<file path="src/rtl/morse_rx_timed.sv">
// Morse receiver with built-in dot/dash, inter-character and word timers.
// Optional ASCII decode of each record when MORSE_RX_ASCII_EN is defined.
`timescale 1ns/1ps
module morse_rx_timed #(
  parameter int UNIT_CYCLES = 5_000_000,
  parameter int MAX_SYMS    = 6,
  parameter int DASH_UNITS  = 2,
  parameter int INTER_UNITS = 3,
  parameter int WORD_UNITS  = 7,
  localparam int LEN_W      = $clog2(MAX_SYMS + 1)
) (
  input  logic                clk_100MHz,
  input  logic                reset,
  input  logic                user_btn,
  input  logic                char_ready,
  output logic                char_valid,
  output logic [MAX_SYMS-1:0] char_data,
  output logic [LEN_W-1:0]    char_len,
  output logic                char_err,
  output logic                char_overrun,
  output logic                word_end,
  output logic [7:0]          char_ascii
);

  // state     | meaning
  // IDLE      | no character in progress
  // PRESS     | button held, timing the element
  // GAP       | released, waiting for next element or character gap
  // WORD_WAIT | character emitted, waiting for next press or word gap

  localparam int T_DASH  = DASH_UNITS * UNIT_CYCLES;
  localparam int T_INTER = INTER_UNITS * UNIT_CYCLES;
  localparam int T_WORD  = WORD_UNITS * UNIT_CYCLES;
  localparam int CNT_W   = $clog2(T_WORD + 1);

  localparam logic [CNT_W-1:0] T_DASH_C     = CNT_W'(T_DASH);
  localparam logic [CNT_W-1:0] T_INTER_M1_C = CNT_W'(T_INTER - 1);
  localparam logic [CNT_W-1:0] T_WORD_M1_C  = CNT_W'(T_WORD - 1);
  localparam logic [CNT_W-1:0] T_WORD_C     = CNT_W'(T_WORD);
  localparam logic [LEN_W-1:0] LEN_MAX      = LEN_W'(MAX_SYMS);

  typedef enum logic [1:0] {IDLE, PRESS, GAP, WORD_WAIT} state_t;

  state_t              state_q, state_d;
  logic [CNT_W-1:0]    count_q, count_d;
  logic [MAX_SYMS-1:0] sym_q, sym_d;
  logic [LEN_W-1:0]    len_q, len_d;
  logic                err_q, err_d;
  logic                emit;
  logic                word_end_d;

  // count_q holds the number of earlier samples in the current phase, so
  // the thresholds fire on the sample that completes the interval.
  always_comb begin
    state_d    = state_q;
    count_d    = count_q;
    sym_d      = sym_q;
    len_d      = len_q;
    err_d      = err_q;
    emit       = 1'b0;
    word_end_d = 1'b0;
    unique case (state_q)
      IDLE: begin
        if (user_btn) begin
          state_d = PRESS;
          count_d = CNT_W'(1);
        end
      end
      PRESS: begin
        if (user_btn) begin
          if (count_q != T_WORD_C) count_d = count_q + 1'b1;
        end else begin
          if (len_q == LEN_MAX) begin
            err_d = 1'b1;
          end else begin
            for (int i = 0; i < MAX_SYMS; i++)
              if (len_q == LEN_W'(i)) sym_d[i] = (count_q >= T_DASH_C);
            len_d = len_q + 1'b1;
          end
          state_d = GAP;
          count_d = CNT_W'(1);
        end
      end
      GAP: begin
        if (user_btn) begin
          state_d = PRESS;
          count_d = CNT_W'(1);
        end else begin
          count_d = count_q + 1'b1;
          if (count_q == T_INTER_M1_C) begin
            emit    = 1'b1;
            sym_d   = '0;
            len_d   = '0;
            err_d   = 1'b0;
            state_d = WORD_WAIT;
          end
        end
      end
      WORD_WAIT: begin
        if (user_btn) begin
          state_d = PRESS;
          count_d = CNT_W'(1);
        end else begin
          count_d = count_q + 1'b1;
          if (count_q == T_WORD_M1_C) begin
            word_end_d = 1'b1;
            state_d    = IDLE;
          end
        end
      end
    endcase
  end

  always_ff @(posedge clk_100MHz) begin
    if (reset) begin
      state_q  <= IDLE;
      count_q  <= '0;
      sym_q    <= '0;
      len_q    <= '0;
      err_q    <= 1'b0;
      word_end <= 1'b0;
    end else begin
      state_q  <= state_d;
      count_q  <= count_d;
      sym_q    <= sym_d;
      len_q    <= len_d;
      err_q    <= err_d;
      word_end <= word_end_d;
    end
  end

  wire load = emit && (!char_valid || char_ready);

  always_ff @(posedge clk_100MHz) begin
    if (reset) begin
      char_valid   <= 1'b0;
      char_data    <= '0;
      char_len     <= '0;
      char_err     <= 1'b0;
      char_overrun <= 1'b0;
    end else begin
      char_overrun <= emit && !load;
      if (load) begin
        char_valid <= 1'b1;
        char_data  <= sym_q;
        char_len   <= len_q;
        char_err   <= err_q;
      end else if (char_valid && char_ready) begin
        char_valid <= 1'b0;
      end
    end
  end

`ifdef MORSE_RX_ASCII_EN
  // Key is {length, first five elements}; bit0 is the first element, 1 = dash.
  function automatic logic [7:0] morse_ascii(input logic [MAX_SYMS-1:0] d,
                                             input logic [LEN_W-1:0] n,
                                             input logic e);
    logic [7:0] d8;
    logic [7:0] key;
    logic [7:0] a;
    d8 = '0;
    d8[MAX_SYMS-1:0] = d;
    key = {3'(n), d8[4:0]};
    a = 8'h3F;
    if (!e && n != '0 && int'(n) <= 5) begin
      case (key)
        {3'd1, 5'b00000}: a = 8'h45; // E
        {3'd1, 5'b00001}: a = 8'h54; // T
        {3'd2, 5'b00010}: a = 8'h41; // A
        {3'd2, 5'b00000}: a = 8'h49; // I
        {3'd2, 5'b00011}: a = 8'h4D; // M
        {3'd2, 5'b00001}: a = 8'h4E; // N
        {3'd3, 5'b00001}: a = 8'h44; // D
        {3'd3, 5'b00011}: a = 8'h47; // G
        {3'd3, 5'b00101}: a = 8'h4B; // K
        {3'd3, 5'b00111}: a = 8'h4F; // O
        {3'd3, 5'b00010}: a = 8'h52; // R
        {3'd3, 5'b00000}: a = 8'h53; // S
        {3'd3, 5'b00100}: a = 8'h55; // U
        {3'd3, 5'b00110}: a = 8'h57; // W
        {3'd4, 5'b00001}: a = 8'h42; // B
        {3'd4, 5'b00101}: a = 8'h43; // C
        {3'd4, 5'b00100}: a = 8'h46; // F
        {3'd4, 5'b00000}: a = 8'h48; // H
        {3'd4, 5'b01110}: a = 8'h4A; // J
        {3'd4, 5'b00010}: a = 8'h4C; // L
        {3'd4, 5'b00110}: a = 8'h50; // P
        {3'd4, 5'b01011}: a = 8'h51; // Q
        {3'd4, 5'b01000}: a = 8'h56; // V
        {3'd4, 5'b01001}: a = 8'h58; // X
        {3'd4, 5'b01101}: a = 8'h59; // Y
        {3'd4, 5'b00011}: a = 8'h5A; // Z
        {3'd5, 5'b11111}: a = 8'h30;
        {3'd5, 5'b11110}: a = 8'h31;
        {3'd5, 5'b11100}: a = 8'h32;
        {3'd5, 5'b11000}: a = 8'h33;
        {3'd5, 5'b10000}: a = 8'h34;
        {3'd5, 5'b00000}: a = 8'h35;
        {3'd5, 5'b00001}: a = 8'h36;
        {3'd5, 5'b00011}: a = 8'h37;
        {3'd5, 5'b00111}: a = 8'h38;
        {3'd5, 5'b01111}: a = 8'h39;
        default:          a = 8'h3F;
      endcase
    end
    return a;
  endfunction

  always_ff @(posedge clk_100MHz) begin
    if (reset) char_ascii <= 8'h00;
    else if (load) char_ascii <= morse_ascii(sym_q, len_q, err_q);
  end
`else
  assign char_ascii = 8'h00;
`endif

endmodule

</file>
<file path="config.mk">
export PLATFORM = sky130hd
export DESIGN_NAME = morse_rx_timed
export DESIGN_NICKNAME = d
export VERILOG_FILES = /design/src/rtl/morse_rx_timed.sv
export SDC_FILE = /design/constraint.sdc
export NUM_CORES = 1
export LEC_CHECK = 0
export CAP_MARGIN = 30
export CORE_UTILIZATION = 62
export DETAILED_ROUTE_END_ITERATION = 7
export PLACE_DENSITY = 0.87
export SETUP_SLACK_MARGIN = 0.05
export SLEW_MARGIN = 40
export SYNTH_ARGS = -nofsm -noshare
export SYNTH_HDL_FRONTEND = slang
export SYNTH_SLANG_ARGS = --single-unit
</file>
<file path="constraint.sdc">
create_clock -name clk_100MHz -period 3.8 [get_ports clk_100MHz]
set_input_delay 0.76 -clock clk_100MHz [delete_from_list [all_inputs] [get_ports clk_100MHz]]
set_output_delay 0.76 -clock clk_100MHz [all_outputs]
set_load 0.02 [all_outputs]
</file>
==> results.sh <==
export IMPL_outcome="completed"
export IMPL_portBuffers=16
export IMPL_nNetsFinal=354
export IMPL_antenna_found_initial=0
export IMPL_p_comb_share_pct=8.2
export IMPL_sequentialPowerShare_pct=58.4
export IMPL_tightestPinTransition_ps=827
export IMPL_htreeDepth=2
export IMPL_holdBufCountCts=0
export IMPL_swShare_pct=25.8
export IMPL_startpoint="user_btn"
export IMPL_synth_enable_flop_cells=0
export IMPL_die_width_um=69.0
export IMPL_min_period_ps=2750
export IMPL_dp_cells=388
export IMPL_period_share_pct=72.4
export IMPL_clkTransAtPathRegs_ps=90
export IMPL_crit_family="buffers and inverters"
export IMPL_p_int_w=0.000691
export IMPL_r2r_setup_slack_ps=1360
export IMPL_grt_start_max_net_pins=33
export IMPL_ys_types=50
export IMPL_rows=24
export IMPL_async_flop_share_pct=0
export IMPL_grt_pass1_wl_um=10900
export IMPL_fin_setup_tns_ps=0
export IMPL_worstReg2RegStart="count_q[2]$_SDFFE_PP0P_"
export IMPL_p_clk_share_pct=33.4
export IMPL_postCtsSetupBuffers=0
export IMPL_setup_viol=0
export IMPL_groute_usage_overall_pct=27.9
export IMPL_ys_flop_type="dfxtp_1"
export IMPL_clock_path_buffers=2
export IMPL_cp_arrival_ps=2960
export IMPL_core_area_um2=4320
export IMPL_path_buf_inv=2
export IMPL_yosysMostFrequentCell="dfxtp_1"
export IMPL_drc_errors=0
export IMPL_worstSetupPathDepth=6
export IMPL_cts_resized=0
export IMPL_slew_limit_headroom_pct=44.3
export IMPL_dpl_worst_slack_ps=737
export IMPL_cap_violations=0
export IMPL_avgViaCountPerCell=6.45
export IMPL_synth_area_leaders="dfxtp_1, nor2_1, mux2i_1, nand3_1, a21oi_1"
export IMPL_post_dp_hpwl_um=4560
export IMPL_cp_required_ps=4010
export IMPL_slew_violations=0
export IMPL_synth_seq_area_share_pct=36.7
export IMPL_drtAntennaViolNets=0
export IMPL_die_y_um=69.0
export IMPL_cp_endpoint="count_q[24]$_SDFFE_PP0P_"
export IMPL_wl_um=6390
export IMPL_syn_area_um2=2780
export IMPL_crit_fanout=14
export IMPL_n_fill_cell=361
export IMPL_leakage_nw=1.17
export IMPL_timing_rr_end="char_data[0]$_SDFFE_PP0P_"
export IMPL_drive_gt1_share_pct=5.52
export IMPL_clkLatencyLatePin_ps=310
export IMPL_critPathMaxStageDelay_ps=760
export IMPL_power_density_nw_per_um2=308
export IMPL_drt_wirelength_per_cell_um=16.1
export IMPL_ys_ff_latch=51
export IMPL_start_util_pct=64.4
export IMPL_cts_root_buf="clkbuf_8"
export IMPL_cts_buffers=5
export IMPL_reg2reg_depth=5
export IMPL_firstDrtPassIters=5
export IMPL_grt_overflow=0
export IMPL_diodes=0
export IMPL_hold_viol_final=0
export IMPL_cts_tree="done"
export IMPL_synth_cells=336
export IMPL_yosysTopAreaCellShare_pct=36.7
export IMPL_grt_pass1_vias=2324
export IMPL_p_sw_w=0.000240
export IMPL_fin_total_pwr_w=0.000931
export IMPL_max_freq_mhz=363
export IMPL_yosysWarnings=0
export IMPL_fin_ws_ps=1050
export IMPL_clock_skew_ps=7.93
export IMPL_drt_iter0_drc=245
export IMPL_hp_class="reg2reg"
export IMPL_syn_avg_cell_area_um2=8.29
export IMPL_fin_cells=396
export IMPL_routabilityCongestion=0.880
export IMPL_ys_top_cells_by_count="dfxtp_1, nor2_1, nand3_1"
export IMPL_crit_path_top_delay_cell="clkdlybuf4s50_1"
export IMPL_die_area_um2=4760
export IMPL_grt_setup_unrepaired="false"
export IMPL_path_cells="clkdlybuf4s50_1 -> nor2b_1 -> a21o_1 -> o21ai_0 -> buf_4 -> nor2_1"
export IMPL_vias=2556
export IMPL_end_kind="register"
export IMPL_yosysTopAreaCell="dfxtp_1"
export IMPL_cts_sinks=51
export IMPL_vdd_drop_max_v=0.000210
export IMPL_area_delta_synth_final_pct=8.40
export IMPL_crit_type="in2reg"
export IMPL_ios=25
export IMPL_critPathLaunchType="input pin"
logic make-up after synthesis:
| logic type | count (synthesis) | synth area share (%) |
|---|---|---|
| flip-flops | 51 | 36.7 |
| adder cells (fa/ha/maj) | 7 | 3.15 |
| buffers and inverters | 37 | 6.43 |
| AND/OR/NAND/NOR | 154 | 31.0 |
| multiplexers | 11 | 3.96 |
| AO/OA/AOI/OAI | 68 | 16.4 |
| other | 1 | 0.135 |
| XOR/XNOR | 7 | 2.20 |
final cells by class:
class	count	area [um2]	share of cell area, %
clock inverter	3	18.8	0.622
tap	52	65.1	2.16
inverter	10	37.5	1.24
clock buffer	5	68.8	2.28
multi-input combinational	255	1620	53.6
sequential	51	1020	33.8
timing repair buffer	20	190	6.30
worst reg2reg max path, delay by kind of cell (launching register included):
kind             cells  cell delay (ps)
DFF                  1              520
muxes                1              390
and+or+nand+nor      4             1420
metrics by stage:
stage | hold WS, ps | util [%] | cell area (um2)
4_1_cts | 482 | 69.6 | 3010
6_report | 480 | 69.8 | 3020
3_3_place_gp | 458 | 67.6 | 2920
2_1_floorplan | 439 | - | 2810
5_1_grt | 499 | 69.8 | 3020
3_5_place_dp | 468 | 67.6 | 2920
power groups by stage:
stage	clock, W	sequential [W]	combinational [W]
after floorplan	0	0.000553	0.0000626
after global placement	0	0.000556	0.0000714
after detailed placement	0	0.000556	0.0000739
after CTS	0.000318	0.000544	0.0000745
after global routing	0.000337	0.000545	0.0000841
final	0.000311	0.000544	0.0000761
state kept, by name, summed over array words and instances (netlist names):
register	flops
char_valid	1
err_q	1
state_q	2
len_q	3
word_end	1
sym_q	6
char_err	1
count_q	26
char_len	3
char_overrun	1
char_data	6
metal layers:
metal  share of wire [%]  GRT usage, %
met5                   0             0
met4                 2.2          12.0
met3                 6.5          5.85
met2                  46          43.9
met1                  45          37.0
cell usage in the layout (no fill, tap or decap), types with 4 or more instances in the layout:
| master | count |
|---|---|
| ha_1 | 7 |
| and2_1 | 5 |
| clkbuf_8 | 5 |
| clkdlybuf4s50_1 | 16 |
| a21oi_1 | 21 |
| dfxtp_1 | 51 |
| nand4_1 | 11 |
| o21ai_0 | 10 |
| inv_1 | 9 |
| nor4b_1 | 4 |
| xor2_1 | 7 |
| nor2_1 | 36 |
| conb_1 | 8 |
| and3_1 | 6 |
| buf_4 | 4 |
| or3_1 | 4 |
| nand2_1 | 19 |
| nand3_1 | 22 |
| o211ai_1 | 5 |
| nor3_1 | 15 |
| or4_1 | 4 |
| nor4_1 | 5 |
| a41oi_1 | 4 |
| nand2b_1 | 7 |
| mux2i_1 | 11 |
how the worst min path moves through the flow:
stage	start	slack [ps]	end	cells past startpoint
4_1_cts	sym_q[3]$_SDFFE_PP0P_	480	sym_q[3]$_SDFFE_PP0P_	2
5_1_grt	sym_q[3]$_SDFFE_PP0P_	500	sym_q[3]$_SDFFE_PP0P_	2
3_3_place_gp	sym_q[3]$_SDFFE_PP0P_	460	sym_q[3]$_SDFFE_PP0P_	2
3_5_place_dp	sym_q[3]$_SDFFE_PP0P_	470	sym_q[3]$_SDFFE_PP0P_	2
6_report	sym_q[3]$_SDFFE_PP0P_	480	sym_q[3]$_SDFFE_PP0P_	2
2_1_floorplan	sym_q[3]$_SDFFE_PP0P_	440	sym_q[3]$_SDFFE_PP0P_	2
Note: power is estimated with default switching activity, not from simulation.
